--- src/rtl/add8_errmon_pkg.sv ---
// -----------------------------------------------------------------------------
// add8_errmon_pkg
// Shared definitions for the approximate-adder error monitor:
//   - default operand width, counter width and window length
//   - monitor FSM state type
//   - width derivation for the absolute-error accumulator
// Optional feature macro used by the monitor: ADD8_ERRMON_MSE_EN
// -----------------------------------------------------------------------------
package add8_errmon_pkg;

  localparam int W_DEF         = 8;
  localparam int CNT_W_DEF     = 17;
  localparam int N_SAMPLES_DEF = 65536;

  typedef enum logic [1:0] {
    ST_IDLE  = 2'd0,
    ST_RUN   = 2'd1,
    ST_DRAIN = 2'd2,
    ST_DONE  = 2'd3
  } state_e;

  // Each sample adds at most 2^(W+1)-1, so CNT_W+W+1 bits hold a full window.
  function automatic int sum_w_f(input int cnt_w, input int w);
    return cnt_w + w + 1;
  endfunction

endpackage

--- src/rtl/add8_err_calc.sv ---
// -----------------------------------------------------------------------------
// add8_err_calc
// Pure combinational datapath of the error monitor.
//   a_i, b_i    : operands at the monitor input
//   exact_o     : exact zero-extended sum a_i + b_i (captured by S1)
//   exact_i     : exact sum held in S1
//   approx_i    : approximate adder output held in S1
//   abs_err_o   : |exact_i - approx_i|
//   sq_err_o    : abs_err_o squared (only when ADD8_ERRMON_MSE_EN is defined)
// -----------------------------------------------------------------------------
module add8_err_calc
  import add8_errmon_pkg::*;
#(
  parameter int W = W_DEF
) (
  input  logic [W-1:0] a_i,
  input  logic [W-1:0] b_i,
  output logic [W:0]   exact_o,
  input  logic [W:0]   exact_i,
  input  logic [W:0]   approx_i,
  output logic [W:0]   abs_err_o
`ifdef ADD8_ERRMON_MSE_EN
  ,
  output logic [2*W+1:0] sq_err_o
`endif
);

  logic signed [W+1:0] diff_s;

  assign exact_o = {1'b0, a_i} + {1'b0, b_i};

  // One extra bit of headroom makes the difference of two unsigned W+1 values
  // exactly representable as a signed number.
  assign diff_s = $signed({1'b0, exact_i}) - $signed({1'b0, approx_i});

  // Magnitude never exceeds 2^(W+1)-1, so the low W+1 bits of the negation suffice.
  assign abs_err_o = diff_s[W+1] ? ((~diff_s[W:0]) + {{W{1'b0}}, 1'b1}) : diff_s[W:0];

`ifdef ADD8_ERRMON_MSE_EN
  assign sq_err_o = {{(W+1){1'b0}}, abs_err_o} * {{(W+1){1'b0}}, abs_err_o};
`endif

endmodule

--- src/rtl/add8_err_monitor.sv ---
// -----------------------------------------------------------------------------
// add8_err_monitor
// Streaming error-statistics collector for an approximate W-bit adder.
// Over a window of N_SAMPLES accepted samples it accumulates the sample count,
// erroneous-sample count, sum of absolute error, worst-case error and,
// optionally, the sum of squared error.
// Optional feature macro: ADD8_ERRMON_MSE_EN (squarer + sum_sq_err accumulator;
// when undefined sum_sq_err is tied to zero).
// Ports:
//   clk, rst_n           : clock (rising edge), asynchronous active-low reset
//   start                : one-cycle pulse, clears statistics and opens a window
//   in_valid / in_ready  : sample handshake
//   in_a, in_b, in_o     : operands and approximate adder output
//   busy, done           : window in progress / window complete
//   sample_cnt, err_cnt, sum_abs_err, wce, sum_sq_err : statistics
// -----------------------------------------------------------------------------
module add8_err_monitor
  import add8_errmon_pkg::*;
#(
  parameter int W         = W_DEF,
  parameter int CNT_W     = CNT_W_DEF,
  parameter int N_SAMPLES = N_SAMPLES_DEF,
  parameter int SUM_W     = sum_w_f(CNT_W, W)
) (
  input  logic               clk,
  input  logic               rst_n,
  input  logic               start,
  input  logic               in_valid,
  output logic               in_ready,
  input  logic [W-1:0]       in_a,
  input  logic [W-1:0]       in_b,
  input  logic [W:0]         in_o,
  output logic               busy,
  output logic               done,
  output logic [CNT_W-1:0]   sample_cnt,
  output logic [CNT_W-1:0]   err_cnt,
  output logic [SUM_W-1:0]   sum_abs_err,
  output logic [W:0]         wce,
  output logic [SUM_W+W:0]   sum_sq_err
);

  if (64'(N_SAMPLES) > ((64'd1 << CNT_W) - 64'd1)) begin : g_bad_window
    $error("add8_err_monitor: N_SAMPLES does not fit in CNT_W bits");
  end

  localparam logic [CNT_W-1:0] LAST_CNT = CNT_W'(N_SAMPLES - 1);

  state_e           state_q, state_d;
  logic [CNT_W-1:0] sample_cnt_q;
  logic [CNT_W-1:0] err_cnt_q;
  logic [SUM_W-1:0] sum_abs_err_q;
  logic [W:0]       wce_q;
  logic             s1_vld_q;
  logic             s2_vld_q;
  logic [W:0]       s1_exact_q;
  logic [W:0]       s1_approx_q;
  logic [W:0]       exact_s;
  logic [W:0]       abs_err_s;
  logic             in_ready_s;
  logic             accept_s;
`ifdef ADD8_ERRMON_MSE_EN
  logic [2*W+1:0]   sq_err_s;
  logic [SUM_W+W:0] sum_sq_err_q;
`endif

  add8_err_calc #(.W(W)) u_calc (
    .a_i       (in_a),
    .b_i       (in_b),
    .exact_o   (exact_s),
    .exact_i   (s1_exact_q),
    .approx_i  (s1_approx_q),
    .abs_err_o (abs_err_s)
`ifdef ADD8_ERRMON_MSE_EN
    ,
    .sq_err_o  (sq_err_s)
`endif
  );

  // Next-state and handshake decode; start overrides every state and blocks acceptance.
  always_comb begin
    state_d    = state_q;
    in_ready_s = 1'b0;
    if (start) begin
      state_d = ST_RUN;
    end else begin
      case (state_q)
        ST_IDLE: state_d = ST_IDLE;
        ST_RUN: begin
          in_ready_s = 1'b1;
          if (in_valid && (sample_cnt_q == LAST_CNT)) begin
            state_d = ST_DRAIN;
          end else begin
            state_d = ST_RUN;
          end
        end
        ST_DRAIN: begin
          if (!s1_vld_q && !s2_vld_q) begin
            state_d = ST_DONE;
          end else begin
            state_d = ST_DRAIN;
          end
        end
        ST_DONE: state_d = ST_DONE;
        default: state_d = ST_IDLE;
      endcase
    end
  end

  assign accept_s = in_valid && in_ready_s;

  // FSM state register.
  always_ff @(posedge clk or negedge rst_n) begin
    if (!rst_n) begin
      state_q <= ST_IDLE;
    end else begin
      state_q <= state_d;
    end
  end

  // Accepted-sample counter, visible the cycle after acceptance.
  always_ff @(posedge clk or negedge rst_n) begin
    if (!rst_n) begin
      sample_cnt_q <= {CNT_W{1'b0}};
    end else if (start) begin
      sample_cnt_q <= {CNT_W{1'b0}};
    end else if (accept_s) begin
      sample_cnt_q <= sample_cnt_q + {{(CNT_W-1){1'b0}}, 1'b1};
    end
  end

  // S1: capture exact sum and approximate output of each accepted sample.
  always_ff @(posedge clk or negedge rst_n) begin
    if (!rst_n) begin
      s1_vld_q    <= 1'b0;
      s1_exact_q  <= {(W+1){1'b0}};
      s1_approx_q <= {(W+1){1'b0}};
    end else begin
      s1_vld_q <= accept_s;
      if (accept_s) begin
        s1_exact_q  <= exact_s;
        s1_approx_q <= in_o;
      end
    end
  end

  // S2 valid: marks that the accumulators absorbed a sample on the last edge,
  // so DRAIN only finishes once the statistics have settled.
  always_ff @(posedge clk or negedge rst_n) begin
    if (!rst_n) begin
      s2_vld_q <= 1'b0;
    end else if (start) begin
      s2_vld_q <= 1'b0;
    end else begin
      s2_vld_q <= s1_vld_q;
    end
  end

  // S2 accumulators; start discards whatever sits in S1.
  always_ff @(posedge clk or negedge rst_n) begin
    if (!rst_n) begin
      err_cnt_q     <= {CNT_W{1'b0}};
      sum_abs_err_q <= {SUM_W{1'b0}};
      wce_q         <= {(W+1){1'b0}};
    end else if (start) begin
      err_cnt_q     <= {CNT_W{1'b0}};
      sum_abs_err_q <= {SUM_W{1'b0}};
      wce_q         <= {(W+1){1'b0}};
    end else if (s1_vld_q) begin
      err_cnt_q     <= err_cnt_q + {{(CNT_W-1){1'b0}}, (abs_err_s != {(W+1){1'b0}})};
      sum_abs_err_q <= sum_abs_err_q + {{CNT_W{1'b0}}, abs_err_s};
      if (abs_err_s > wce_q) begin
        wce_q <= abs_err_s;
      end
    end
  end

`ifdef ADD8_ERRMON_MSE_EN
  // Squared-error accumulator.
  always_ff @(posedge clk or negedge rst_n) begin
    if (!rst_n) begin
      sum_sq_err_q <= {(SUM_W+W+1){1'b0}};
    end else if (start) begin
      sum_sq_err_q <= {(SUM_W+W+1){1'b0}};
    end else if (s1_vld_q) begin
      sum_sq_err_q <= sum_sq_err_q + {{CNT_W{1'b0}}, sq_err_s};
    end
  end

  assign sum_sq_err = sum_sq_err_q;
`else
  assign sum_sq_err = {(SUM_W+W+1){1'b0}};
`endif

  assign in_ready    = in_ready_s;
  assign busy        = (state_q == ST_RUN) || (state_q == ST_DRAIN);
  assign done        = (state_q == ST_DONE);
  assign sample_cnt  = sample_cnt_q;
  assign err_cnt     = err_cnt_q;
  assign sum_abs_err = sum_abs_err_q;
  assign wce         = wce_q;

endmodule

--- config.mk ---
export PLATFORM = sky130hd
export DESIGN_NAME = add8_err_monitor
export DESIGN_NICKNAME = d
export VERILOG_FILES = /design/src/rtl/add8_errmon_pkg.sv /design/src/rtl/add8_err_calc.sv /design/src/rtl/add8_err_monitor.sv
export SDC_FILE = /design/constraint.sdc
export NUM_CORES = 1
export LEC_CHECK = 0
export ABC_AREA = 1
export BUFFER_PORTS_ARGS = -buffer_cell sky130_fd_sc_hd__buf_4
export CORE_ASPECT_RATIO = 0.8
export CORE_UTILIZATION = 35
export CTS_CLUSTER_SIZE = 30
export DETAILED_ROUTE_END_ITERATION = 7
export MAX_ROUTING_LAYER = met4
export PLACE_DENSITY = 0.57
export SYNTH_ARGS = -nofsm -noshare
export SYNTH_HDL_FRONTEND = slang
export SYNTH_HIERARCHICAL = 1
export SYNTH_SLANG_ARGS = --single-unit
--- constraint.sdc ---
create_clock -name clk -period 6.65 [get_ports clk]
set_input_delay 1.995 -clock clk [delete_from_list [all_inputs] [get_ports clk]]
set_output_delay 1.995 -clock clk [all_outputs]
set_load 0.03 [all_outputs]
# Word level (Yosys, flattened, before mapping)
# Cells that the tools add are included.
dict set report word_totals {
  reg_bits 91
  out_inout_bits 107
  input_bits 29
  word_cells 50
}
dict set report classes {
  reduce_logical 12
  eq_ne 4
  n_addsub 6
  order_cmp 1
  bitwise 1
  muxes 17
}
# operator count
set ops {}
lappend ops {{two-way mux 17 bit} 4}
lappend ops {{two-way mux 26 bit} 2}
lappend ops {{two-way mux 9 bit} 4}
lappend ops {{adder 26 x 9 -> 26 bit} 1}
lappend ops {{adder 17 x 1 -> 17 bit} 1}
lappend ops {{adder 17 x 1 -> 17 bit, second input constant} 1}
lappend ops {{equality test 17 x 16 -> 1 bit, second input constant} 1}
lappend ops {{subtractor 9 x 9 -> 10 bit} 1}
lappend ops {{adder 8 x 8 -> 9 bit} 1}
lappend ops {{adder 9 x 1 -> 9 bit, second input constant} 1}
lappend ops {{greater-than comparator 9 bit} 1}
lappend ops {{inverter 9 bit} 1}
lappend ops {{nonzero test 9 bit} 1}
lappend ops {{case mux 2 bit (4 select lines)} 1}
lappend ops {{nonzero test 2 bit} 3}
lappend ops {{equality test 2 bit, second input constant} 2}
lappend ops {{two-way mux 1 bit} 4}
lappend ops {{two-way mux 2 bit} 2}
lappend ops {{logical AND 1 bit} 3}
lappend ops {{equality test 2 x 1 -> 1 bit, second input constant} 1}
lappend ops {{zero test 1 bit} 2}
lappend ops {{zero test 2 bit} 1}
lappend ops {{AND reduction 2 bit} 1}
lappend ops {{logical OR 1 bit} 1}

# Longest topological paths before layout
# Gate-level depths: netlist of the first run.
dict set report logic_depth {
  depth_word 8
  ltp_mapped 26
  depth_no_buf 26
}

# By module
# The synthesis of the first run kept the hierarchy.
# module seq_area_each_um2 instances area_each_um2 cells_each
set by_module_without_submodules {}
lappend by_module_without_submodules {add8_err_monitor 2277.2 1 5700.5 761}
lappend by_module_without_submodules {add8_err_calc 0.0 1 1234.9 210}

# Worst setup path after synthesis of the first run
# OpenSTA, ideal clock, no wires.
dict set report synth_path {
  path_kind {input -> output}
  from {in start}
  to {out in_ready}
  slack_ns 2.352
  path_stages 1
  path_buffers 0
  t_arrival_ns 2.303
  cell_sequence {nor2_2}
}
dict set report synth_via {
  elab_chain_len 1
}
# item line_no
set synth_rtl {}
lappend synth_rtl {{from (decl)} add8_err_monitor.sv:27} ;# input logic start,
lappend synth_rtl {{two-way mux 1 bit} add8_err_monitor.sv:83} ;# if (start) begin
lappend synth_rtl {{to (decl)} add8_err_monitor.sv:29} ;# output logic in_ready,
# Every way passes these cells.

# Worst setup path in the final report of the first run
# Ends and elaborated chain as after synthesis.

==> results.md, run 1 <==
* CTS tree: built
* Synth Cell Area at just under 7000 um2
* PwrDens at about 340 nW/um2
* Root Driver: clkbuf_16
* R2R cell count at 20
* Remaining global-route overflow at 0
* Via count at between 6,000 and 7,000
* Placed Cells at 1,314
* Status: finished clean
* DRC errors left at 0
* Area leader, netlist: dfrtp_1
* Async set or reset register ratio after synthesis at 100.0%
* RSZ-0062 raised after global routing: no
* IO Port Bufs at 100
* Layout Cells excl Fill at between 1,000 and 1,500
* # IOs at roughly 140
* Largest net degree at the start of global routing at 53
* Skew final at 5.852 ps
* Die width at 159.4 um
* Synthesis Warnings at 6
* Fmax at about 220 MHz
* Initial core utilization at between 30% and 40%
* Synth unique cells at 52
* Global-route wire length before repair at about 29 mm
* Drt initial violations at 404
* Setup TNS at 0 ps
* Mapped Cells at a little under 1,000
* Fillers at around 2,000
* Hold depth at 2
* Post-CTS sizing at 0
* Worst slew pin tran at slightly below 900 ps
* Num CTS Buffers at 9
* Slew Limit Fails at 0
* Max-slew headroom at about two fifths
* Leak pwr at between 4 and 5 nW
* Crit path DAT at 2510 ps
* CP Class: primary input to primary output
* DIE AREA at roughly 20,000 um2
* Met2 Resource Use GR at between 20% and 30%
* Post-synth top cells: nand2_1 (269), inv_1 (126), dfrtp_1 (91)
* GRT Overall Usage at 18.08%
* Initial antenna violation count at 0
* ANT nets after route at 0
* Cts hold-fix bufs at 0
* Hold slack at 482.1 ps
* Register bit total from synthesis at slightly above 90
* Dpl hpwl at 13.16 mm
* Routed WL per cell at 12.92 um
* Core footprint at approximately 19,000 um2
* Met1 track demand over resource at about a quarter
* Die height at about 130 um
* Hold Path Class: flop to flop
* Tot Pwr at 2.784 mW
* Final hold vios at 0
* Routing usage on met3 at 3.170%
* Clock Tree Buf Depth at 2
* Clk Latency, worst-skew pair at 350 ps
* Crit path time final at between 4000 and 5000 ps
* Final period util at about two thirds
* H-tree lvl count at 3
* Post-synth EDFFs at 0
* Vias per std cell at about 4.7
* Clk pin slew, worst setup/hold paths at around 60 ps
* Top-count cell post-synth: nand2_1
* Area Growth Syn to Fin at 16.72%
* Share of the synthesized area in the top cell type at between 30% and 40%
* Row count at 45
* Critical Path Start Type: primary input
* Most used routing layer: met1
* Antenna cells at 0
* Worst endpoint required time at around 4700 ps
* Drt pass-1 iters at 5
* Maximum fanout along the worst path at 13
* Largest cells by area after synthesis: dfrtp_1 (33%), nand2_1 (15%), ha_1 (8.1%), inv_1 (6.8%), nand3_1 (4.8%)
* Setup crit end kind: primary output
* # Max-Cap Violations at 0
* Dominant synthesized flop cell: dfrtp_1
* Final wirelength at between 15 and 20 mm
* Final core utilization at 42.16%
* Final setup violating endpoints at 0
* Sequential area share after synthesis at 32.83%
* Fraction of layout cells with a size suffix above 1 at 17.63%
* Vias in the first global route at roughly 5,600
* CTS sink count at slightly above 90
* Post-CTS setup buffers at 0
* Peak VDD IR at 0.1444 mV
* Nets@finish at about 1,100
* GPL Wtd Cong at around 0.85
* Avg Inst Size Synth at a little over 7 um2
-- metrics by stage --
step | worst slack, ps | instance area (um2)
6_report | 2150 | 8095
3_5_place_dp | 2156 | 7792
5_1_grt | 2117 | 8095
4_1_cts | 2151 | 8095
2_1_floorplan | 2352 | 7063
3_3_place_gp | 2159 | 7792
-- layer usage --
metal	routed length, um	up-vias	share of wire, %
met1	9303	2803	54
met4	158	0	0.92
met5	0	-	0
met3	747	10	4.3
li1	-	3259	-
met2	6973	134	41
-- layout make-up --
type	count	area, um2	share of cell area [%]
clock buffers	10	239.0	2.952
inverters	137	519.2	6.414
clock inverters	6	63.81	0.7883
multi-input cells	725	3900	48.18
flip-flops and latches	91	2277	28.13
repair buffers	103	773.2	9.552
well taps	258	322.8	3.988
-- final timing paths --
kind	start	end	slack [ps]
min in group asynchronous	rst_n	s1_approx_q[0]$_DFFE_PN0P_	1630
setup reg to reg	s1_exact_q[3]$_DFFE_PN0P_	sum_abs_err[16]$_DFFE_PN0P_	2860
hold / removal	s1_approx_q[7]$_DFFE_PN0P_	s1_approx_q[7]$_DFFE_PN0P_	480
max in group asynchronous	rst_n	wce[8]$_DFFE_PN0P_	3950
setup / recovery	start	in_ready	2150
hold reg to reg	s1_approx_q[7]$_DFFE_PN0P_	s1_approx_q[7]$_DFFE_PN0P_	480
-- kinds of logic (layout without fill, tap and decap cells) --
group / Yosys count / count (layout) / share of synthesized area, %
buffers and inverters: 189 / 256 / 12.77
flip-flops: 91 / 91 / 32.83
AO/OA/AOI/OAI: 99 / 99 / 8.443
other: 1 / 35 / 0.05407
adder cells (fa/ha/maj): 48 / 48 / 8.984
XOR/XNOR: 10 / 10 / 1.371
AND/OR/NAND/NOR: 533 / 533 / 35.54
-- layout by cell type (no fill, tap or decap), drive strengths merged, types with 2 or more instances in the layout --
cell	n
nand4	32
xnor2	2
clkbuf	10
a21o	2
clkinvlp	2
fa	3
xor2	8
or2	2
inv	137
nor2	95
nand3	80
o21a	3
nor4	3
dfrtp	91
conb	35
clkinv	3
a211oi	2
o21ai	32
ha	45
a21oi	44
nand2	290
nor3	25
buf	103
nand3b	2
o22ai	4
nor3b	3
a22o	5
-- state kept, by name (all words and copies together), names as in the netlist --
name         cells
err_cnt         17
sum_abs_err     26
wce              9
s1_approx_q      9
state_q          2
s2_vld_q         1
s1_vld_q         1
sample_cnt      17
s1_exact_q       9
-- power by group --
part	leakage [nW]	switching (mW)	internal (mW)	total, mW
clock	0.145	0.228	0.302	0.530
sequential	1.23	0.0671	0.619	0.686
combinational	2.87	1.06	0.513	1.57
-- critical path, cell delays in order --
cell and delay (ps):
buf_4 180, nor2_2 150, buf_4 180
(Power assumes the default switching activity.)
==> run 2: changes to the inputs <==
==> constraint.sdc (replaced) <==
create_clock -name clk -period 4.5 [get_ports clk]
set_input_delay 1.35 -clock clk [delete_from_list [all_inputs] [get_ports clk]]
set_output_delay 1.35 -clock clk [all_outputs]
set_load 0.03 [all_outputs]
==> results.md, run 2 (synthesized netlist as in run 1, its figures left out) <==
* Cts hold-fix bufs at 0 (unchanged)
* RSZ-0062 raised after global routing: no
* DRC errors left at 0 (unchanged)
* Psw at 1.993 mW (+48%)
* Vias per std cell at 4.671 (+0.11%)
* Initial antenna violation count at 0 (unchanged)
* Core footprint at 19,200 um2 (unchanged)
* Critical Path Start Type: flop
* Largest net degree at the start of global routing at 73 (+38%)
* Setup TNS at 0 ps (unchanged)
* DIE AREA at 20,390 um2 (unchanged)
* Fin worst setup slack at 843.4 ps (-1306 ps)
* Max FFs per register at 26 (unchanged)
* Worst endpoint required time at 4740 ps (+80 ps)
* Clk pwr share at 18.8% (-0.2 points)
* Place WS at 875.1 ps (-1281 ps)
* Crit path time final at 3657 ps
* Final hold vios at 0 (unchanged)
* Global-route wire length before repair at 29.29 mm (+2.0%)
* Die height at 127.9 um (unchanged)
* Area Growth Syn to Fin at 16.92%
* Slew Limit Fails at 0 (unchanged)
* # IOs at 136 (unchanged)
* Fraction of layout cells with a size suffix above 1 at 17.77% (+0.14 points)
* Final setup violating endpoints at 0 (unchanged)
* CP Class: flop to flop
* Max incr delay on CP at 450 ps (+270 ps)
* Initial core utilization at 36.12% (unchanged)
* H-tree lvl count at 3 (unchanged)
* ANT nets after route at 0 (unchanged)
* Fillers at 1,997 (-2.2%)
* GRT Overall Usage at 18.40% (+0.31 points)
* Most common cell after layout, fill and taps aside: nand2_1
* CTS sink count at 91 (unchanged)
* Combinational Power Share at 56.6% (+0.3 points)
* Worst slew pin tran at 977.5 ps (+83.21 ps)
* Clk Latency, worst-skew pair at 350 ps (about the same)
* Clk pin slew, worst setup/hold paths at 70 ps (about the same)
* Dpl hpwl at 13.18 mm (+0.19%)
* Drt initial violations at 354 (-12%)
* Slowest stage cell, crit path: fa_1
* Leak pwr at 4.254 nW (+0.29%)
* PwrDens at 506.8 nW/um2 (+47%)
* Final wirelength at 17.17 mm (about the same)
* Setup crit end kind: flop
* Remaining global-route overflow at 0 (unchanged)
* Final core utilization at 42.24% (+0.072 points)
* Vias in the first global route at 5,802 (+3.2%)
* Drt pass-1 iters at 5 (unchanged)
* Fmax at 273.5 MHz
* Register share of total power at 24.6% (about the same)
* R2r setup slk at 840 ps (-2020 ps)
* Row count at 45 (unchanged)
* GPL Wtd Cong at 0.8811 (+3.6%)
* Hold slack at 484.0 ps (+1.911 ps)
* Die width at 159.4 um (unchanged)
* IO Port Bufs at 100 (unchanged)
* Post-CTS sizing at 0 (unchanged)
* Skew final at 7.975 ps (+2.122 ps)
* Routed WL per cell at 12.88 um (-0.28%)
* Maximum fanout along the worst path at 4 (-9)
* Via count at 6,227 (+0.34%)
* Max-slew headroom at 34.84% (-5.3 points)
* Clock Tree Buf Depth at 2 (unchanged)
* Crit path DAT at 3890 ps (+1380 ps)
* Int Power at 2.116 mW (+48%)
* Peak VDD IR at 0.2573 mV (+78%)
* Worst path most repeated cell: inv_1
* Switching part of the total at 48.51% (about the same)
* # Max-Cap Violations at 0 (unchanged)
* Commonest cells after routing, fill and taps aside: nand2_1 (269), inv_1 (126), buf_4 (106)
* Tot Pwr at 4.109 mW (+48%)
* Antenna cells at 0 (unchanged)
* Root Driver: clkbuf_16
* Final period util at just over 80%
* CTS tree: built
* Status: finished clean
* Nets@finish at 1,147 (+0.26%)
* Hold Path Class: flop to flop
* Num CTS Buffers at 9 (unchanged)
* Post-CTS setup buffers at 0 (unchanged)
==> run 2: layout make-up <==
type                            instances  area, um2  share of cell area (%)
Timing Repair Buffer                  106      795.8                   9.813
Inverter                              137      519.2                   6.403
Clock inverter                          6      65.06                  0.8023
Multi-Input combinational cell        725       3900                   48.09
Clock buffer                           10      229.0                   2.824
Tap cell                              258      322.8                   3.981
Sequential cell                        91       2277                   28.08
==> run 2: path summary, 6_finish.rpt <==
| check | startpoint | to | cells after the start |
|---|---|---|---|
| setup / recovery | s1_exact_q[0]$_DFFE_PN0P_ | err_cnt[8]$_DFFE_PN0P_ | 25 |
| hold / removal | s1_approx_q[7]$_DFFE_PN0P_ | s1_approx_q[7]$_DFFE_PN0P_ | 2 |
| setup reg to reg | s1_exact_q[0]$_DFFE_PN0P_ | err_cnt[8]$_DFFE_PN0P_ | 25 |
| hold reg to reg | s1_approx_q[7]$_DFFE_PN0P_ | s1_approx_q[7]$_DFFE_PN0P_ | 2 |
| max in group asynchronous | rst_n | s2_vld_q$_DFF_PN0_ | 2 |
| min in group asynchronous | rst_n | sum_abs_err[1]$_DFFE_PN0P_ | 1 |
==> run 2: through the flow <==
stage,cell area [um2],std cells
2_1_floorplan,7063,1005
5_1_grt,8109,1333
3_5_place_dp,7815,1317
4_1_cts,8109,1333
6_report,8109,1333
3_3_place_gp,7815,1317
==> run 2: worst max-delay path: cells and delay by family (launching register included) <==
kind	cells	cell delay, ps
simple gates	12	1280
flops	1	340
compound gates	1	50
buf+inv	6	490
fa+ha+maj	5	1260
xor+xnor	1	120
==> run 2: layer usage <==
layer | part of all wire [%] | track usage (%) | vias up
met4 | 0.83 | 4.072 | 0
met1 | 54 | 26.88 | 2820
li1 | - | - | 3264
met5 | 0 | - | -
met2 | 41 | 26.50 | 132
met3 | 4.1 | 2.879 | 11
==> run 2: power groups by stage <==
| stage | clock network, mW | logic, mW | registers [mW] |
|---|---|---|---|
| 2_1_floorplan | 0 | 1.66 | 1.12 |
| 3_3_place_gp | 0 | 2.30 | 1.03 |
| 3_5_place_dp | 0 | 2.32 | 1.03 |
| 4_1_cts | 0.796 | 2.33 | 1.01 |
| 5_1_grt | 0.833 | 2.66 | 1.03 |
| 6_report | 0.772 | 2.33 | 1.01 |
==> run 3: changes to the inputs <==
--- a/config.mk
+++ b/config.mk
@@ -12,7 +12,7 @@
 export CTS_CLUSTER_SIZE = 30
 export DETAILED_ROUTE_END_ITERATION = 7
 export MAX_ROUTING_LAYER = met4
-export PLACE_DENSITY = 0.57
+export PLACE_DENSITY = 0.59
 export SYNTH_ARGS = -nofsm -noshare
 export SYNTH_HDL_FRONTEND = slang
 export SYNTH_HIERARCHICAL = 1
==> constraint.sdc (replaced) <==
create_clock -name clk -period 3.2 [get_ports clk]
set_input_delay 0.96 -clock clk [delete_from_list [all_inputs] [get_ports clk]]
set_output_delay 0.96 -clock clk [all_outputs]
set_load 0.03 [all_outputs]
==> results.md, run 3 (synthesized netlist as in run 1, its figures left out) <==
* Status: finished with violations
* Failing checks: negative setup slack
* Routed WL per cell at 13.39 um (+4.0%)
* Critical Path Start Type: flop
* Place WS at -339.2 ps (-1214 ps)
* H-tree lvl count at 3 (unchanged)
* Maximum fanout along the worst path at 4 (unchanged)
* Met1 WL at 9.517 mm (+2.6%)
* Clk pwr share at 16.1% (-2.7 points)
* RSZ-0062 raised after global routing: yes
* CTS tree: built
* Hold Path Class: flop to flop
* # Max-Cap Violations at 0 (unchanged)
* Final period util at 104.2% (+23 points)
* Area Growth Syn to Fin at 36.15%
* Reg2Reg Launch Point: s1_exact_q[0]$_DFFE_PN0P_
* Setup TNS at -1879 ps (-1879 ps)
* Combinational Power Share at 65.7% (+9.1 points)
* Psw at 3.616 mW (+81%)
* Reg area at 2277 um2 (unchanged)
* PwrDens at 834.1 nW/um2 (+65%)
* Final setup violating endpoints at 32 (+32)
* Antenna cells at 0 (unchanged)
* Clk Latency, worst-skew pair at 350 ps (about the same)
* Setup crit end kind: flop
* Cts hold-fix bufs at 0 (unchanged)
* Post-DP Area at 8215 um2 (+5.1%)
* Leak pwr at 4.804 nW (+13%)
* Nets@finish at 1,215 (+5.9%)
* R2r setup slk at -140 ps (-980 ps)
* # IOs at 136 (unchanged)
* Crit path time final at 3335 ps (-321.6 ps)
* Root Driver: clkbuf_16
* Commonest cells after routing, fill and taps aside: nand2_1 (240), buf_4 (156), inv_1 (113)
* Most common cell after layout, fill and taps aside: nand2_1
* DRC errors left at 0 (unchanged)
* Die width at 159.4 um (unchanged)
* Routed wire length on met3 at 851 um (+21%)
* Vias per std cell at 4.764 (+2.0%)
* Critical Path End: err_cnt[8]$_DFFE_PN0P_
* Worst Setup SP: s1_exact_q[0]$_DFFE_PN0P_
* Final hold vios at 0 (unchanged)
* Footprint of the multi-input gates at 4574 um2 (+17%)
* Global-route wire length before repair at 30.75 mm (+5.0%)
* Clk pin slew, worst setup/hold paths at 70 ps (about the same)
* Initial core utilization at 36.12% (unchanged)
* DIE AREA at 20,390 um2 (unchanged)
* Slew Limit Fails at 0 (unchanged)
* Switching part of the total at 45.92% (-2.6 points)
* Final wirelength at 18.77 mm (+9.3%)
* IO Port Bufs at 100 (unchanged)
* Via count at 6,674 (+7.2%)
* Top Layer Used: met4
* Crit path DAT at 3570 ps (-320 ps)
* Die height at 127.9 um (unchanged)
* Fraction of layout cells with a size suffix above 1 at 32.90% (+15 points)
* GPL Wtd Cong at 0.9319 (+5.8%)
* Register share of total power at 18.3% (-6.3 points)
* Fin worst setup slack at -135.0 ps (-978.4 ps)
* ANT nets after route at 0 (unchanged)
* CTS sink count at 91 (unchanged)
* Fillers at 1,867 (-6.5%)
* CP Class: flop to flop
* R2R cell count at 26 (+4.0%)
* Max FFs per register at 26 (unchanged)
* Num CTS Buffers at 9 (unchanged)
* Int Power at 4.260 mW (+100%)
* Clock Tree Buf Depth at 2 (unchanged)
* Skew final at 7.558 ps (-0.4166 ps)
* Worst slew pin tran at 609.5 ps (-368.0 ps)
* Finished Cell Area at 9443 um2 (+16%)
* R2r endpoint: err_cnt[8]$_DFFE_PN0P_
* Worst endpoint required time at 3440 ps (-1300 ps)
* Drt pass-1 iters at 5 (unchanged)
* Remaining global-route overflow at 0 (unchanged)
* Drt initial violations at 392 (+11%)
* Max-slew headroom at 59.37% (+25 points)
* GRT Overall Usage at 19.31% (+0.92 points)
* Row count at 45 (unchanged)
* Initial antenna violation count at 0 (unchanged)
* WL met2 at 8.172 mm (+16%)
* Peak VDD IR at 0.4570 mV (+78%)
* Fmax at 299.8 MHz (+9.6%)
* Largest net degree at the start of global routing at 92 (+26%)
* Dpl hpwl at 13.73 mm (+4.2%)
* Core footprint at 19,200 um2 (unchanged)
* Vias in the first global route at 6,158 (+6.1%)
-- run 3: changes by cell type in the layout (fill, tap and decap cells not counted), sizes merged --
cell    delta
nand2      +1
buf       +67
inv        -1
bufinv     +2
clkinv     -1
-- run 3: layout make-up --
cell class	instances	area share (%)
clock inverters	6	1.179
multi-input cells	726	48.44
repair buffers	173	14.71
flip-flops and latches	91	24.12
clock buffers	10	2.531
inverters	137	5.605
well taps	258	3.419
-- run 3: how the worst min path moves through the flow --
stage                               start                          to  slack, ps  cells after the start
6_report       s1_approx_q[7]$_DFFE_PN0P_  s1_approx_q[7]$_DFFE_PN0P_        490                      2
3_3_place_gp   s1_approx_q[6]$_DFFE_PN0P_  s1_approx_q[6]$_DFFE_PN0P_        470                      2
2_1_floorplan  s1_approx_q[1]$_DFFE_PN0P_  s1_approx_q[1]$_DFFE_PN0P_        450                      2
4_1_cts        s1_approx_q[2]$_DFFE_PN0P_  s1_approx_q[2]$_DFFE_PN0P_        490                      2
3_5_place_dp   s1_approx_q[2]$_DFFE_PN0P_  s1_approx_q[2]$_DFFE_PN0P_        470                      2
5_1_grt        s1_approx_q[4]$_DFFE_PN0P_  s1_approx_q[4]$_DFFE_PN0P_        510                      2
-- run 3: layer usage --
metal / global-route usage, % / vias to the layer above
met5: - / -
met4: 4.581 / 0
li1: - / 3408
met2: 27.84 / 144
met3: 3.462 / 17
met1: 27.82 / 3105
-- run 3: worst max-delay path, cell delays in order (launching register included) --
cell and delay [ps]:
dfrtp_1 390, inv_2 80, ha_4 140, inv_4 30
fa_2 440, inv_2 90, ha_4 130, inv_2 40
nor2_4 100, nand3_2 90, nor2_2 100, nand2_2 70
nand2_4 70, nand3_2 70, nand2_2 100, inv_4 60
nor3_4 180, nand4_1 120, ha_2 230, ha_4 170
nand2_4 70, nor2_4 50, inv_2 90, nor2_4 40
and3_4 160, nand2_2 50, a21oi_2 50
-- run 3: stage by stage --
stage	total power [mW]	utilization [%]	std cells	hold WS, ps
3_3_place_gp	5.244	42.79	1367	465.2
4_1_cts	7.112	46.44	1394	488.7
2_1_floorplan	3.917	-	1005	448.8
3_5_place_dp	5.300	42.79	1367	470.1
5_1_grt	8.466	49.18	1401	514.5
6_report	7.876	49.18	1401	488.0
-- run 3: timing repair --
item	in CTS	in global routing
gates cloned	1	0
gates resized for setup	58	120
pin swaps	31	59
buffers inserted	10	7
setup endpoints to repair	45	47
-- run 3: power by group through the flow --
stage | Clock, mW | Combinational [mW] | Sequential (mW)
after floorplan | 0 | 2.35 | 1.57
after global placement | 0 | 3.80 | 1.44
after detailed placement | 0 | 3.86 | 1.44
after CTS | 1.30 | 4.39 | 1.42
after global routing | 1.34 | 5.67 | 1.45
final | 1.26 | 5.17 | 1.44
